[src/rtl/fetch_watchdog.sv]
// Load/decrement down-counter; o_expired flags the decrement that reaches zero.
// Combinational expiry, so the owner can leave the wait state on that same edge.
module fetch_watchdog #(
  parameter int W = 16
) (
  input  logic         i_clk,
  input  logic         i_rst,
  input  logic         i_load,
  input  logic         i_dec,
  input  logic [W-1:0] i_load_val,
  output logic         o_expired
);
  logic [W-1:0] r_count;

  always_ff @(posedge i_clk or posedge i_rst) begin
    if (i_rst) begin
      r_count <= '0;
    end else if (i_load) begin
      r_count <= i_load_val;
    end else if (i_dec && (r_count != '0)) begin
      r_count <= r_count - W'(1);
    end
  end

  assign o_expired = i_dec && (r_count <= W'(1));
endmodule

[config.mk]
export PLATFORM = sky130hd
export DESIGN_NAME = fetch_watchdog
export DESIGN_NICKNAME = d
export VERILOG_FILES = /design/src/rtl/fetch_watchdog.sv
export SDC_FILE = /design/constraint.sdc
export NUM_CORES = 1
export LEC_CHECK = 0
export ABC_AREA = 1
export CELL_PAD_IN_SITES_DETAIL_PLACEMENT = 1
export CELL_PAD_IN_SITES_GLOBAL_PLACEMENT = 2
export CORE_MARGIN = 2
export CORE_UTILIZATION = 28
export DETAILED_ROUTE_END_ITERATION = 10
export PLACE_DENSITY_LB_ADDON = 0.1
export SLEW_MARGIN = 5
export SYNTH_ARGS = -nofsm -noshare
export SYNTH_HDL_FRONTEND = slang
export SYNTH_SLANG_ARGS = --single-unit
[constraint.sdc]
create_clock -name i_clk -period 2 [get_ports i_clk]
set_input_delay 0.4 -clock i_clk [delete_from_list [all_inputs] [get_ports i_clk]]
set_output_delay 0.4 -clock i_clk [all_outputs]
set_load 0.02 [all_outputs]
* After elaboration in Yosys (flattened, before gate mapping)
Cells that the tools add are included.
** Storage, ports and cells
- Flip-flop bits (word level) :: 16
- Input port bits :: 20
- Output and inout bits :: 1
- Word-level logic and storage cells :: 9
** Operators by class
- $add $sub $neg :: 1
- Magnitude comparators :: 1
- Multiplexer cells :: 2
- Reductions and logical operators :: 4
** Operators by type and width (count)
- two-way mux 16 bit :: 2
- <= comparator 16 x 1 -> 1 bit (second input constant) :: 1
- nonzero test 16 bit :: 1
- subtractor 16 x 1 -> 16 bit (second input constant) :: 1
- logical AND 1 bit :: 2
- nonzero test 2 bit :: 1

* Longest topological paths before layout
Gate-level depths: netlist (run 1).
- Depth after elaboration :: 4
- Depth in mapped cells :: 9
- Mapped depth without buffers :: 9

* Least setup slack after synthesis (run 1)
No wires, ideal clock.
- Path type :: register -> output
- Start :: register r_count[8]
- End :: output port o_expired
- Arrival :: 1271 ps
- Required time :: 1600 ps
- Slack :: 329 ps
- Cell stages (with the launch flop) :: 6
- Buffers on the path :: 0
- Cell sequence :: dfrtp_1 nor2_1 nand2_1 inv_1 nand2_1 nor3_1
** On the way
- Cells in the longest elaborated chain, start to end :: 2
** RTL lines
- from (decl) :: RTL line 13 : logic [W-1:0] r_count;
- from (signal assigned) :: RTL line 19 : r_count <= i_load_val;
- from (signal assigned) :: RTL line 21 : r_count <= r_count - W'(1);
- <= comparator 16 x 1 -> 1 bit :: RTL line 25 : assign o_expired = i_dec && (r_count <= W'(1));
- logical AND 1 bit :: RTL line 25
- to (decl) :: RTL line 11 : output logic o_expired
Every way passes these cells.

* Final worst setup path (run 1)
- Start :: register r_count[0]
- End :: output port o_expired
Same word-level chain as after synthesis.

==> impl_results.md, run 1 <==
* # diodes at 0
* Logic pwr share at 0.371
* Worst-skew pair later-pin latency at 0.25 ns
* Worst r2r path cells at 10
* Period utilisation layout at 0.9078
* Mapped Avg Cell Area at 6.635 um2
* Pwr Total at 0.001024 W
* Register share of total power at 0.385
* Gr usage total at 0.1845
* Compound-Gate Fraction of Synth Area at 0.04203
* Largest registers: r_count: 16 flops
* TritonCTS clock tree: yes
* IR drop worst, VDD at 297.9 uV
* Post-synthesis xor/xnor area fraction at 0.05280
* Vias per Instance at 4.682
* Root buf cell: clkbuf_8
* Number of synthesized flops with an enable pin at 0
* Outcome: completed
* Largest reg by FF count: r_count
* NumNets Final at 241
* Site Rows at 23
* Startpoint types: register
* Mux contribution to synthesized area at 0
* # Max-Cap Violations at 0
* Slew Limit Fails at 0
* Critical path type: reg -> out
* YS warnings at 0
* Layout cells sized above 1 at 0.1751
* RSZ-0062 raised after global routing: false
* Sequential area share after synthesis at 0.3448
* Synth top cells by count: nand2_1, nand3_1, nor2_1, dfrtp_1, inv_1
* WP data arrival at 1.42 ns
* GR Overflow Total at 0
* Largest register FFs at 16
* DRC viols at 0
* Synth Instances at 175
* # Post-CTS Setup Buffers at 0
* HP Class: in -> async
* Skew final at 0.002374 ns
* R2r setup slk at 0.25 ns
* IO Port Bufs at 20
* Initial antenna violation count at 0
* Final Setup Violations at 0
* Layout Area Growth over Synthesis at 39.76%
* Reg-to-Reg Start: r_count[0]$_DFFE_PP0P_
* Worst slew pin tran at 0.6851 ns
* Routed vias at 1250
* Die Height at 68.40 um
* Power per cell area at 631.1 mW/mm2
* NetSw at 0.0003404 W
* RR Endpoint: r_count[7]$_DFFE_PP0P_
* Clock slew at reported path FFs at 0.07 ns
* Crit path max fanout at 3
* Routability Congestion at 0.8169
* Hold Fails Final Rpt at 0
* CP max-delay cell: dfrtp_1
* Synth top area share at 0.3448
* Drt total wl at 3594 um
* #FFs+latches synth at 16
* Sw frac at 0.3324
* Synth Area in Adders at 0.02155
* Number of global-route vias before repair at 1360
* FMAX at 0.5508 GHz
* Max stage delay on crit path at 0.40 ns
* Total CTS buffers at 3
* Worst EP required at 1.60 ns
* Asr flop ratio synth at 1.000
* Die footprint at 0.004678 mm2
* Drt first pass iters at 4
* First-pass GRT wire length at 6265 um
* Post-route ant nets at 0
* Simple-gate share of the synthesized area at 0.4784
* Internal power at 0.0006836 W
* Max-slew headroom at 0.5428
* H-tree Lvls at 1
* Routed len/inst at 13.46 um
* Syn Nets at 197
* Yosys top cell by area: dfrtp_1
* Area contributors post-synth: dfrtp_1, nand2_1, nand3_1, nor2_1, xor2_1
* Critical path cell sequence: inv_1 -> ha_1 -> o2111ai_2 -> nor3_2 -> buf_2
* Placed instance area at 0.001575 mm2
* IO Count at 21
* Finished Cell Area at 0.001623 mm2
* DP Wirelength at 2847 um
* Leak at 0.7804 nW
* Minimum clock period at 1.816 ns
* Hold-fix buffers, CTS at 0
* Largest family of logic cells by synthesized area: simple AND/OR/NAND/NOR gates
* Die Span X at 68.40 um
* Top FF cell, synth: dfrtp_1
* Power share of the clock group at 0.244
* Clock sink total at 16
* Initial Util at 0.2903
* Largest net degree at the start of global routing at 20
* Count leader, synth: nand2_1
* Total core area at 0.004000 mm2
* DR iter-0 viols at 47
* Max clock buf depth at 2
* Crit end category: primary output
* Post-synth cell types at 23
* Post-synth design cell area at 0.001161 mm2
[cells by family after synthesis]
logic type,after synthesis
DFF,16
buffers and inverters,16
xor gates and xnor gates,7
and+or+nand+nor,125
adders and majority gates,2
AOI/OAI and AO/OA,9
[layout by cell type, fill, tap and decap left out]
cell	n
nand3b_1	5
nand4_1	2
buf_2	1
nand3_1	27
or2_2	2
nor2_1	23
xnor2_1	2
nand2_2	3
nand2_4	1
nor2_4	1
a21oi_1	2
inv_2	1
xor2_1	5
clkdlybuf4s50_1	19
clkbuf_8	3
nand2_1	60
nor3_2	1
o21ai_0	4
dfrtp_1	16
inv_1	10
o2111ai_2	1
ha_1	2
o21ai_1	2
buf_4	24
[worst max-delay path: cells and delay by family, from the launching register on]
| kind | cells | cell delay (ns) |
|---|---|---|
| compound gates | 1 | 0.14 |
| buf+inv | 2 | 0.27 |
| fa+ha+maj | 1 | 0.19 |
| simple gates | 1 | 0.17 |
| flops | 1 | 0.40 |
[final cells by class]
class                           count  area (um2)
Fill cell                         529        2377
Clock buffer                        3       41.29
Tap cell                           50       62.56
Inverter                           11       41.29
Multi-Input combinational cell    143       701.9
Timing Repair Buffer               44       375.4
Sequential cell                    16       400.4
[how the worst max path moves through the flow]
stage / from / to / cells past startpoint
floorplan: r_count[8]$_DFFE_PP0P_ / o_expired / 5
global placement: i_dec / o_expired / 4
detailed placement: i_dec / o_expired / 4
CTS: r_count[0]$_DFFE_PP0P_ / o_expired / 5
global route: r_count[1]$_DFFE_PP0P_ / r_count[9]$_DFFE_PP0P_ / 10
finish: r_count[0]$_DFFE_PP0P_ / o_expired / 5
[stage by stage]
| stage | hold slack [ns] | worst slack, ns | std cells | utilization | TNS [ns] |
|---|---|---|---|---|---|
| after CTS | 0.5750 | 0.002058 | 267 | 0.4041 | 0 |
| final | 0.5553 | 0.1845 | 267 | 0.4057 | 0 |
| after global placement | 0.5513 | -0.1111 | 264 | 0.3938 | -0.1111 |
| after global routing | 0.6158 | 0.04955 | 267 | 0.4057 | 0 |
| after floorplan | 0.3137 | 0.3287 | 175 | - | 0 |
| after detailed placement | 0.5579 | -0.1443 | 264 | 0.3938 | -0.1443 |
[power groups by stage]
stage               registers [W]  logic (W)  clock network, W
finish                   0.000394   0.000379          0.000250
detailed placement       0.000400   0.000380                 0
floorplan                0.000407   0.000190                 0
global placement         0.000399   0.000371                 0
global route             0.000400   0.000435          0.000277
CTS                      0.000395   0.000383          0.000261
[routing by layer]
layer	global-route usage	share of wire	vias to the layer above
met4	0.05250	0.012	0
met2	0.3161	0.49	15
met1	0.2341	0.47	585
met5	0	0	-
met3	0.03454	0.029	4
li1	-	-	646
[repair_timing]
action	in CTS	in global routing
gates resized for setup	2	5
setup endpoints to repair	1	1
hold endpoints to repair	0	0
pin swaps	0	1
No activity file was read; power rests on OpenSTA's default activity.
==> run 2, diff against run 1 <==
--- a/config.mk
+++ b/config.mk
@@ -6,12 +6,9 @@
 export NUM_CORES = 1
 export LEC_CHECK = 0
 export ABC_AREA = 1
-export CELL_PAD_IN_SITES_DETAIL_PLACEMENT = 1
-export CELL_PAD_IN_SITES_GLOBAL_PLACEMENT = 2
 export CORE_MARGIN = 2
-export CORE_UTILIZATION = 28
+export CORE_UTILIZATION = 30
 export DETAILED_ROUTE_END_ITERATION = 10
-export PLACE_DENSITY_LB_ADDON = 0.1
 export SLEW_MARGIN = 5
 export SYNTH_ARGS = -nofsm -noshare
 export SYNTH_HDL_FRONTEND = slang
==> impl_results.md, run 2 (same netlist as run 1, synthesis figures left out) <==
* IO Count at 21 (unchanged)
* Root buf cell: clkbuf_8
* DP Wirelength at 2265 um (-20%)
* Global-route track usage on met1 at 0.2107 (-0.02342)
* WP data arrival at 1.43 ns (about the same)
* Site Rows at 22 (-4.3%)
* Startpoint types: register
* Hold Fails Final Rpt at 0 (unchanged)
* DRC viols at 0 (unchanged)
* Post-route ant nets at 0 (unchanged)
* Final Setup Violations at 0 (unchanged)
* Largest register FFs at 16 (unchanged)
* Met2 Resource Use GR at 0.2613 (-0.05486)
* Largest net degree at the start of global routing at 20 (unchanged)
* Period utilisation layout at 0.9130 (+0.005282)
* Skew final at 0.004145 ns (+0.001771 ns)
* WHS at 0.4564 ns (-0.09883 ns)
* # Post-CTS Setup Buffers at 0 (unchanged)
* Pwr Total at 0.0009934 W (-3.0%)
* Clock sink total at 16 (unchanged)
* Slew Limit Fails at 0 (unchanged)
* Critical path type: reg -> out
* Worst-skew pair later-pin latency at 0.25 ns (about the same)
* Commonest non-fill, non-tap cell in the layout: nand2_1
* Worst r2r path cells at 10 (unchanged)
* FMAX at 0.5476 GHz (-0.58%)
* DR iter-0 viols at 18 (-62%)
* NumNets Final at 238 (-1.2%)
* Global route hottest layer: met2
* Largest registers: r_count: 16 flops
* TritonCTS clock tree: yes
* Largest reg by FF count: r_count
* Initial antenna violation count at 0 (unchanged)
* RSZ-0062 raised after global routing: false
* First-pass GRT wire length at 5326 um (-15%)
* Worst slew pin tran at 0.5313 ns (-0.1538 ns)
* Vias per Instance at 4.538 (-3.1%)
* HP Class: in -> async
* RR Endpoint: r_count[15]$_DFFE_PP0P_
* R2r setup slk at 0.28 ns (+0.03 ns)
* Routed len/inst at 11.16 um (-17%)
* Max-slew headroom at 0.6445 (+0.1017)
* Die Span X at 66.21 um (-3.2%)
* # Max-Cap Violations at 0 (unchanged)
* Crit end category: primary output
* # diodes at 0 (unchanged)
* Layout cells sized above 1 at 0.1542 (-0.02091)
* Power per cell area at 626.1 mW/mm2 (-0.78%)
* Initial Util at 0.3148 (+0.02452)
* Outcome: completed
* Reg-to-Reg Start: r_count[0]$_DFFE_PP0P_
* Leak at 0.7641 nW (-2.1%)
* Routability Congestion at 0.8323 (+1.9%)
* GR Overflow Total at 0 (unchanged)
* Minimum clock period at 1.826 ns (+0.01056 ns)
* Total core area at 0.003689 mm2 (-7.8%)
* Crit path max fanout at 3 (unchanged)
* H-tree Lvls at 1 (unchanged)
* Routed vias at 1189 (-4.9%)
* Number of global-route vias before repair at 1204 (-11%)
* Total CTS buffers at 3 (unchanged)
* Most frequent cells in the layout: nand2_1, nand3_1, nor2_1
* Worst EP required at 1.60 ns (about the same)
* Layout Area Growth over Synthesis at 36.64%
* Gr usage total at 0.1579 (-0.02654)
* Clock slew at reported path FFs at 0.06 ns (about the same)
* Max clock buf depth at 2 (unchanged)
* Drt total wl at 2925 um (-19%)
* Die footprint at 0.004384 mm2 (-6.3%)
* IO Port Bufs at 20 (unchanged)
* Die Height at 66.21 um (-3.2%)
* Drt first pass iters at 4 (unchanged)
* IR drop worst, VDD at 296.0 uV (-0.66%)
* Hold-fix buffers, CTS at 0 (unchanged)
* GR Util met3 at 0.01533 (-0.01921)
## run 2: per-layer routing
layer / routed length, um / vias up
li1: - / 637
met1: 1452 / 526
met3: 117 / 2
met2: 1327 / 24
met5: 0 / -
met4: 27 / 0
## run 2: repair_timing
item                       4_1_cts  5_1_grt
setup endpoints to repair        1        1
gates cloned                     0        0
resized for setup                1        3
pin swaps                        0        0
## run 2: report_power, final
group	total [W]	switching [W]	internal (W)
Combinational	0.000355	0.000180	0.000175
Clock	0.000243	0.000109	0.000133
Sequential	0.000396	0.0000298	0.000366
## run 2: how the worst max path moves through the flow
stage / cells after the start / start / slack [ns] / endpoint
floorplan: 5 / r_count[8]$_DFFE_PP0P_ / 0.33 / o_expired
global placement: 4 / i_dec / -0.10 / o_expired
detailed placement: 4 / i_dec / -0.14 / o_expired
CTS: 5 / r_count[0]$_DFFE_PP0P_ / 0.02 / o_expired
global route: 5 / r_count[1]$_DFFE_PP0P_ / 0.07 / o_expired
finish: 5 / r_count[0]$_DFFE_PP0P_ / 0.17 / o_expired
## run 2: cell type report
cell class / count / area (um2)
Multi-Input combinational cell: 143 / 690.7
Inverter: 11 / 41.29
Clock buffer: 3 / 41.29
Timing Repair Buffer: 41 / 352.8
Sequential cell: 16 / 400.4
Tap cell: 48 / 60.06
Fill cell: 409 / 2102
## run 2: worst max-delay path, stage by stage, from the launching register on
cell and delay, ns:
dfrtp_1 0.40, inv_1 0.08, ha_1 0.17, o2111ai_1 0.15
nor3_1 0.18, clkbuf_2 0.20
## run 2: through the flow
step | utilization | cell area [um2] | TNS [ns] | instances | setup slack [ns]
5_1_grt | 0.4301 | 1587 | 0 | 262 | 0.07391
4_1_cts | 0.4311 | 1590 | 0 | 262 | 0.02036
6_report | 0.4301 | 1587 | 0 | 262 | 0.1739
3_3_place_gp | 0.4203 | 1550 | -0.1012 | 259 | -0.1012
3_5_place_dp | 0.4203 | 1550 | -0.1360 | 259 | -0.1360
2_1_floorplan | - | 1161 | 0 | 175 | 0.3287
==> run 3, diff against run 2 <==
--- a/config.mk
+++ b/config.mk
@@ -8,6 +8,7 @@
 export ABC_AREA = 1
 export CORE_MARGIN = 2
 export CORE_UTILIZATION = 30
+export CTS_CLUSTER_DIAMETER = 60
 export DETAILED_ROUTE_END_ITERATION = 10
 export SLEW_MARGIN = 5
 export SYNTH_ARGS = -nofsm -noshare
==> results of run 3 <==
Same layout as run 2: the final DEF is identical, and so are final timing and power.
